==> config.mk <==
export PLATFORM = sky130hd
export DESIGN_NAME = ram_port_arbiter_flat
export DESIGN_NICKNAME = d
export VERILOG_FILES = /design/src/rtl/ram_arb_pkg.sv /design/src/rtl/ram_port_arbiter_if.sv /design/src/rtl/rr_arb_2.sv /design/src/rtl/ram_port_arbiter.sv /design/src/flat_wrapper.sv
export SDC_FILE = /design/constraint.sdc
export NUM_CORES = 1
export LEC_CHECK = 0
export CORE_ASPECT_RATIO = 1.5
export CORE_MARGIN = 2
export CORE_UTILIZATION = 34
export DETAILED_ROUTE_END_ITERATION = 6
export PLACE_DENSITY = 0.89
export SLEW_MARGIN = 20
export SYNTH_ARGS = -nofsm -noshare
export SYNTH_HDL_FRONTEND = slang
export SYNTH_SLANG_ARGS = --single-unit
==> constraint.sdc <==
create_clock -name clk -period 1.35 [get_ports clk]
set_input_delay 0.2025 -clock clk [delete_from_list [all_inputs] [get_ports clk]]
set_output_delay 0.2025 -clock clk [all_outputs]
set_load 0.02 [all_outputs]
==> src/rtl/ram_arb_pkg.sv <==
// ram_arb_pkg: shared ids, default widths and read-tag entry type for ram_port_arbiter
package ram_arb_pkg;
  localparam logic ID_A = 1'b0;
  localparam logic ID_B = 1'b1;
  localparam int ADDR_W_DEF = 5;
  localparam int DATA_W_DEF = 8;
  localparam int RD_LAT_DEF = 1;
  typedef struct packed {
    logic vld;
    logic id;
  } tag_t;
endpackage

==> src/rtl/ram_port_arbiter_if.sv <==
// ram_port_arbiter_if: requester A/B command and read-return signals plus the shared RAM port
// slave  = arbiter side (takes requests and ram_rd_data, drives grants, read returns, RAM command)
// master = requester/RAM side (the mirror image)
interface ram_port_arbiter_if
  import ram_arb_pkg::*;
#(
  parameter int ADDR_W = ADDR_W_DEF,
  parameter int DATA_W = DATA_W_DEF
);
  logic              req_a, we_a, gnt_a, rd_vld_a;
  logic [ADDR_W-1:0] addr_a;
  logic [DATA_W-1:0] wdata_a, rd_data_a;
  logic              req_b, we_b, gnt_b, rd_vld_b;
  logic [ADDR_W-1:0] addr_b;
  logic [DATA_W-1:0] wdata_b, rd_data_b;
  logic              ram_en, ram_we;
  logic [ADDR_W-1:0] ram_addr;
  logic [DATA_W-1:0] ram_wr_data, ram_rd_data;
  modport slave (
    input  req_a, we_a, addr_a, wdata_a, req_b, we_b, addr_b, wdata_b, ram_rd_data,
    output gnt_a, rd_vld_a, rd_data_a, gnt_b, rd_vld_b, rd_data_b,
    output ram_en, ram_we, ram_addr, ram_wr_data
  );
  modport master (
    output req_a, we_a, addr_a, wdata_a, req_b, we_b, addr_b, wdata_b, ram_rd_data,
    input  gnt_a, rd_vld_a, rd_data_a, gnt_b, rd_vld_b, rd_data_b,
    input  ram_en, ram_we, ram_addr, ram_wr_data
  );
endinterface

==> src/rtl/rr_arb_2.sv <==
// rr_arb_2: two-input round-robin / fixed-priority grant with last-grant pointer
// clk, rst_n    : clock, async active-low reset
// req_a, req_b  : requests
// gnt_a, gnt_b  : combinational one-hot-or-zero grants
module rr_arb_2
  import ram_arb_pkg::*;
#(
  parameter bit FIXED_PRI = 1'b0
) (
  input  logic clk,
  input  logic rst_n,
  input  logic req_a,
  input  logic req_b,
  output logic gnt_a,
  output logic gnt_b
);
  logic last_q, last_d;
  // A wins alone, under fixed priority, or when B had the previous grant
  always_comb begin
    gnt_a  = req_a & (~req_b | FIXED_PRI | (last_q == ID_B));
    gnt_b  = req_b & ~gnt_a;
    last_d = gnt_a ? ID_A : gnt_b ? ID_B : last_q;
  end
  always_ff @(posedge clk or negedge rst_n) begin
    if (!rst_n) last_q <= ID_B;
    else        last_q <= last_d;
  end
endmodule

==> src/rtl/ram_port_arbiter.sv <==
// ram_port_arbiter: shares one block-RAM port between requesters A and B
// clk, rst_n : clock, async active-low reset
// bus        : requester A/B handshakes, read returns and the registered RAM command
module ram_port_arbiter
  import ram_arb_pkg::*;
#(
  parameter int ADDR_W    = ADDR_W_DEF,
  parameter int DATA_W    = DATA_W_DEF,
  parameter int RD_LAT    = RD_LAT_DEF,
  parameter bit FIXED_PRI = 1'b0
) (
  input logic clk,
  input logic rst_n,
  ram_port_arbiter_if.slave bus
);
  logic              gnt_a, gnt_b;
  logic              en_q, en_d, we_q, we_d;
  logic [ADDR_W-1:0] addr_q, addr_d;
  logic [DATA_W-1:0] wd_q, wd_d;
  tag_t              tag_q [RD_LAT+1];
  tag_t              tag_d [RD_LAT+1];
  tag_t              tag_out;
  rr_arb_2 #(.FIXED_PRI(FIXED_PRI)) u_arb (
    .clk   (clk),
    .rst_n (rst_n),
    .req_a (bus.req_a),
    .req_b (bus.req_b),
    .gnt_a (gnt_a),
    .gnt_b (gnt_b)
  );
  // Address and write data hold when idle; only en/we drop
  always_comb begin
    en_d      = gnt_a | gnt_b;
    we_d      = gnt_a ? bus.we_a : gnt_b ? bus.we_b : 1'b0;
    addr_d    = gnt_a ? bus.addr_a : gnt_b ? bus.addr_b : addr_q;
    wd_d      = gnt_a ? bus.wdata_a : gnt_b ? bus.wdata_b : wd_q;
    tag_d[0]  = '{vld: en_d & ~we_d, id: gnt_b ? ID_B : ID_A};
    for (int i = 1; i <= RD_LAT; i++) tag_d[i] = tag_q[i-1];
  end
  always_ff @(posedge clk or negedge rst_n) begin
    if (!rst_n) begin
      en_q   <= 1'b0;
      we_q   <= 1'b0;
      addr_q <= '0;
      wd_q   <= '0;
      tag_q  <= '{default: '0};
    end else begin
      en_q   <= en_d;
      we_q   <= we_d;
      addr_q <= addr_d;
      wd_q   <= wd_d;
      tag_q  <= tag_d;
    end
  end
  // Stage 0 is the command cycle, the RAM adds RD_LAT more: the last stage lines up with douta
  assign tag_out         = tag_q[RD_LAT];
  assign bus.gnt_a       = gnt_a;
  assign bus.gnt_b       = gnt_b;
  assign bus.ram_en      = en_q;
  assign bus.ram_we      = we_q;
  assign bus.ram_addr    = addr_q;
  assign bus.ram_wr_data = wd_q;
  assign bus.rd_vld_a    = tag_out.vld & (tag_out.id == ID_A);
  assign bus.rd_vld_b    = tag_out.vld & (tag_out.id == ID_B);
  assign bus.rd_data_a   = bus.ram_rd_data;
  assign bus.rd_data_b   = bus.ram_rd_data;
endmodule

==> src/flat_wrapper.sv <==
// flat-port wrapper written by rule: the top's interface ports become plain ports
module ram_port_arbiter_flat import ram_arb_pkg::*;
#(
  parameter int ADDR_W    = ADDR_W_DEF,
  parameter int DATA_W    = DATA_W_DEF,
  parameter int RD_LAT    = RD_LAT_DEF,
  parameter bit FIXED_PRI = 1'b0
)
  (clk, rst_n, bus_req_a, bus_we_a, bus_addr_a, bus_wdata_a, bus_req_b, bus_we_b, bus_addr_b, bus_wdata_b, bus_ram_rd_data, bus_gnt_a, bus_rd_vld_a, bus_rd_data_a, bus_gnt_b, bus_rd_vld_b, bus_rd_data_b, bus_ram_en, bus_ram_we, bus_ram_addr, bus_ram_wr_data);
  ram_port_arbiter_if #(.ADDR_W(ADDR_W), .DATA_W(DATA_W)) bus_i ();
  input logic clk;
  input logic rst_n;
  input wire logic [$bits(bus_i.req_a)-1:0] bus_req_a;
  input wire logic [$bits(bus_i.we_a)-1:0] bus_we_a;
  input wire logic [$bits(bus_i.addr_a)-1:0] bus_addr_a;
  input wire logic [$bits(bus_i.wdata_a)-1:0] bus_wdata_a;
  input wire logic [$bits(bus_i.req_b)-1:0] bus_req_b;
  input wire logic [$bits(bus_i.we_b)-1:0] bus_we_b;
  input wire logic [$bits(bus_i.addr_b)-1:0] bus_addr_b;
  input wire logic [$bits(bus_i.wdata_b)-1:0] bus_wdata_b;
  input wire logic [$bits(bus_i.ram_rd_data)-1:0] bus_ram_rd_data;
  output wire logic [$bits(bus_i.gnt_a)-1:0] bus_gnt_a;
  output wire logic [$bits(bus_i.rd_vld_a)-1:0] bus_rd_vld_a;
  output wire logic [$bits(bus_i.rd_data_a)-1:0] bus_rd_data_a;
  output wire logic [$bits(bus_i.gnt_b)-1:0] bus_gnt_b;
  output wire logic [$bits(bus_i.rd_vld_b)-1:0] bus_rd_vld_b;
  output wire logic [$bits(bus_i.rd_data_b)-1:0] bus_rd_data_b;
  output wire logic [$bits(bus_i.ram_en)-1:0] bus_ram_en;
  output wire logic [$bits(bus_i.ram_we)-1:0] bus_ram_we;
  output wire logic [$bits(bus_i.ram_addr)-1:0] bus_ram_addr;
  output wire logic [$bits(bus_i.ram_wr_data)-1:0] bus_ram_wr_data;
  assign bus_i.req_a = bus_req_a;
  assign bus_i.we_a = bus_we_a;
  assign bus_i.addr_a = bus_addr_a;
  assign bus_i.wdata_a = bus_wdata_a;
  assign bus_i.req_b = bus_req_b;
  assign bus_i.we_b = bus_we_b;
  assign bus_i.addr_b = bus_addr_b;
  assign bus_i.wdata_b = bus_wdata_b;
  assign bus_i.ram_rd_data = bus_ram_rd_data;
  assign bus_gnt_a = bus_i.gnt_a;
  assign bus_rd_vld_a = bus_i.rd_vld_a;
  assign bus_rd_data_a = bus_i.rd_data_a;
  assign bus_gnt_b = bus_i.gnt_b;
  assign bus_rd_vld_b = bus_i.rd_vld_b;
  assign bus_rd_data_b = bus_i.rd_data_b;
  assign bus_ram_en = bus_i.ram_en;
  assign bus_ram_we = bus_i.ram_we;
  assign bus_ram_addr = bus_i.ram_addr;
  assign bus_ram_wr_data = bus_i.ram_wr_data;
  ram_port_arbiter #(.ADDR_W(ADDR_W), .DATA_W(DATA_W), .RD_LAT(RD_LAT), .FIXED_PRI(FIXED_PRI)) u_core (.clk(clk), .rst_n(rst_n), .bus(bus_i));
endmodule
==> results.txt <==
Pin placement for this block handled 75 I/O pins. The number of nets handed over by synthesis was 133. The run gives 0 as the number of routed nets with antenna violations. The minimum period implied by the final worst setup slack is 1.31 ns. The final hold violation count came out at 0.

The final number of max-transition violations is 0. The required time at the endpoint of the critical path was 1.15 ns; the post-route clock skew was 0.00768 ns. The tools report the final weighted congestion in routability-driven placement as 0.721. The final setup slack of the worst path was 0.0371 ns. In the layout the commonest cells are clkdlybuf4s50_1 (29), dlygate4sd2_1 (19), dfrtp_1 (19).

The post-route clock period utilization works out to 97.3%. The dominant register cell in the synthesized netlist is dfrtp_1. The DRC violation count after routing was 0. Summed over all layers, the global routing overflow is 0. For the cell count after synthesis, the log shows 93. Power spread over the standard cell area amounts to 1040 nW/um^2. The share of synthesized area in the top cell type comes to 46.4%. For the number of detailed-routing iterations run before antenna repair, the log shows 3. The die is 71.2 um tall. The slowest library cell on the worst path was dfstp_2. Entering global routing, the biggest net connects 21 pins. After filler insertion, the fill cell instance count of the layout stands at 276. The root buffer cell chosen for the clock tree is clkbuf_8. Die area: 3480 um^2.

The run finished with clean final reports. For this run, the number of Yosys warnings is 0. Setup repair after global routing left no endpoint under its margin. In this run the core area contains 24 standard-cell rows. The run gives 1 as the CTS H-tree depth. Worst max-slew margin expressed relative to the limit: 68.4%.

The number of hold-repair buffers added at the cts stage came out at 0. Ranked by total cell area, the synthesized netlist is headed by dfrtp_1 (46%), buf_4 (12%), o22ai_2 (6.1%). At the pin with the least slew margin, the transition time is 0.474 ns. Setup violations remaining at the end of the flow were counted as 0. At the placement stage, the worst setup path has a slack of -0.486 ns. The tools report the initial antenna violation count as 0. The commonest non-fill, non-tap cell in the layout was clkdlybuf4s50_1. The average vias per placed instance is 4.67, and the mean cell area of the mapped netlist is 11.0 um^2.

The number of synthesized flops with an enable pin works out to 0. Kind of critical path: register to output pin. For the floorplan core area, the log shows 2880 um^2.

In this run the worst setup path terminates at bus_gnt_b. For flop-to-flop paths, the worst setup slack is 0.10 ns. The tools report the minimum hold slack as 0.292 ns. Layout-stage area growth over the synthesis result: 46.0%.

The share of synthesized area occupied by flip-flops and latches was 49.0%. In this run, CTS created clock tree buffers numbering 3. STA classifies the critical path endpoint as an output pin.

The tools report the startpoint of the most critical register-to-register path as u_core.u_arb.last_q$_DFFE_PN1P_. Across the run, the number of max-cap violations was 0. The cell type with the largest total area after synthesis is dfrtp_1.

In this design, the stage delay of the slowest critical-path cell is 0.57 ns. The tools report the terminus of the critical flop-to-flop path as u_core.bus.ram_wr_data[7]$_DFFE_PN0P_. The path class of the lowest-slack min-delay path is input port to async pin. Detailed placement ended at an HPWL of 1970 um.

The most critical setup path has its startpoint at u_core.u_arb.last_q$_DFFE_PN1P_. For this block, the via count after detailed routing is 813. The clock passes through at most 2 buffers. Global routing used 15.2% of the available tracks. For this run, the top clock speed supported by timing is 762 MHz.

TritonCTS built the clock tree. The synthesized flop and latch total was 20; the total wirelength of the detailed-routed design was 2450 um. VDD sags by at most 596 uV. Traced cell by cell, the critical path runs through a21bo_4, inv_2, buf_6. The share of flip-flops with an asynchronous set or reset after synthesis works out to 100%. The run gives 915 as the via count of the first global-routing pass. Along the worst path, the maximum fanout reaches 4. Once the clock tree was built, the setup fixing pass inserted 0 buffers. The mapped cell area came out at 1020 um^2. The count of input and output buffers is 50, and the storage element area is 502 um^2.

For the worst setup path, the data arrival time is 1.11 ns. The worst setup path is launched from a register. The multi-input combinational cells in the finished layout cover a total of 313 um^2. Initial core utilization: 35.5%.

Clock-pin slew was measured on the worst setup and hold paths at 0.07 ns. The run gives 13 as the initial DRC count. In this run, distinct cell masters in the synthesized netlist total 19. For the worst-skew pair, the clock arrives at the later sink with an insertion delay of 0.25 ns. The analysis attributes to cell leakage a power of 0.681 nW. The tools report the net total in the final layout as 176. Measured in cells, the most critical reg-to-reg path has a length of 4. The run gives 20 as the number of sinks on the clock net.

Antenna cell count: 0. The die is 48.8 um wide. The wire length of the first global-routing pass was 4040 um; the fraction of final layout cells with drive strength greater than 1 was 20.7%. The routed length per instance is 14.1 um.
## Yosys cell counts (2+ instances only)
library cell	n
a21oi_1	8
a21oi_2	5
buf_4	16
buf_6	4
dfrtp_1	19
inv_1	13
mux2i_1	4
o21ai_1	2
o22ai_1	8
o22ai_2	5
## logic make-up (layout without fill, tap and decap cells)
| kind of cell | Yosys count | count (layout) | share of synthesized area (%) |
|---|---|---|---|
| AO/OA/AOI/OAI | 31 | 31 | 23.3 |
| multiplexers | 4 | 4 | 3.91 |
| buffers and inverters | 33 | 75 | 20.9 |
| flip-flops | 20 | 20 | 49.0 |
| AND/OR/NAND/NOR | 5 | 5 | 2.93 |
## layer usage
metal | GRT usage, % | routed length (um)
met5 | 0 | 0
met4 | 10.8 | 55
met1 | 14.7 | 813
met2 | 28.2 | 1460
met3 | 3.13 | 119
## state kept, by name (all words and copies together) (netlist names)
register and count:
u_core.bus.ram_addr 5, u_core.tag_d 2, u_core.bus.ram_wr_data 8, u_core.tag_out 2, u_core.bus.ram_en 1, u_core.bus.ram_we 1, u_core.u_arb.last_q 1
## layout make-up
type / instances / area share [%]
well taps: 39 / 3.26
multi-input cells: 40 / 20.9
inverters: 13 / 3.26
clock buffers: 4 / 3.01
repair buffers: 58 / 36.0
flip-flops and latches: 20 / 33.5
## metrics by stage
stage / std cells / setup TNS [ns] / util (%) / area, um^2 / total power, mW
floorplan: 93 / 0 / - / 1020 / 1.02
global placement: 170 / -2.88 / 51.0 / 1470 / 1.22
detailed placement: 170 / -3.53 / 51.0 / 1470 / 1.24
CTS: 174 / -0.00983 / 51.6 / 1490 / 1.58
global route: 174 / 0 / 51.9 / 1500 / 1.64
finish: 174 / 0 / 51.9 / 1500 / 1.56
## where the power goes
group          switching, mW  total [mW]  internal [mW]
Combinational          0.232       0.467          0.235
Sequential            0.0396       0.712          0.673
Clock                  0.171       0.380          0.209
## worst min-delay path by stage
stage,to,slack (ns),depth (start not counted)
CTS,u_core.bus.ram_we$_DFF_PN0_,0.30,2
finish,u_core.bus.ram_en$_DFF_PN0_,0.29,2
global route,u_core.tag_d[0]$_DFF_PN0_,0.32,2
floorplan,u_core.bus.ram_addr[0]$_DFFE_PN0P_,-0.09,0
global placement,u_core.tag_out[0]$_DFF_PN0_,0.33,0
detailed placement,u_core.tag_out[0]$_DFF_PN0_,0.35,0
## what timing repair did
action | CTS | global route
setup endpoints to repair | 20 | 2
gates cloned | 0 | 0
pin swaps | 1 | 0
resized for setup | 29 | 5
## worst max-delay path: cells and delay by family, from the launching register on
family | cells | cell delay (ns)
AO/OA/AOI/OAI | 1 | 0.13
buffers and inverters | 2 | 0.16
flip-flops | 1 | 0.57
Note: power is estimated with default switching activity, not from simulation.
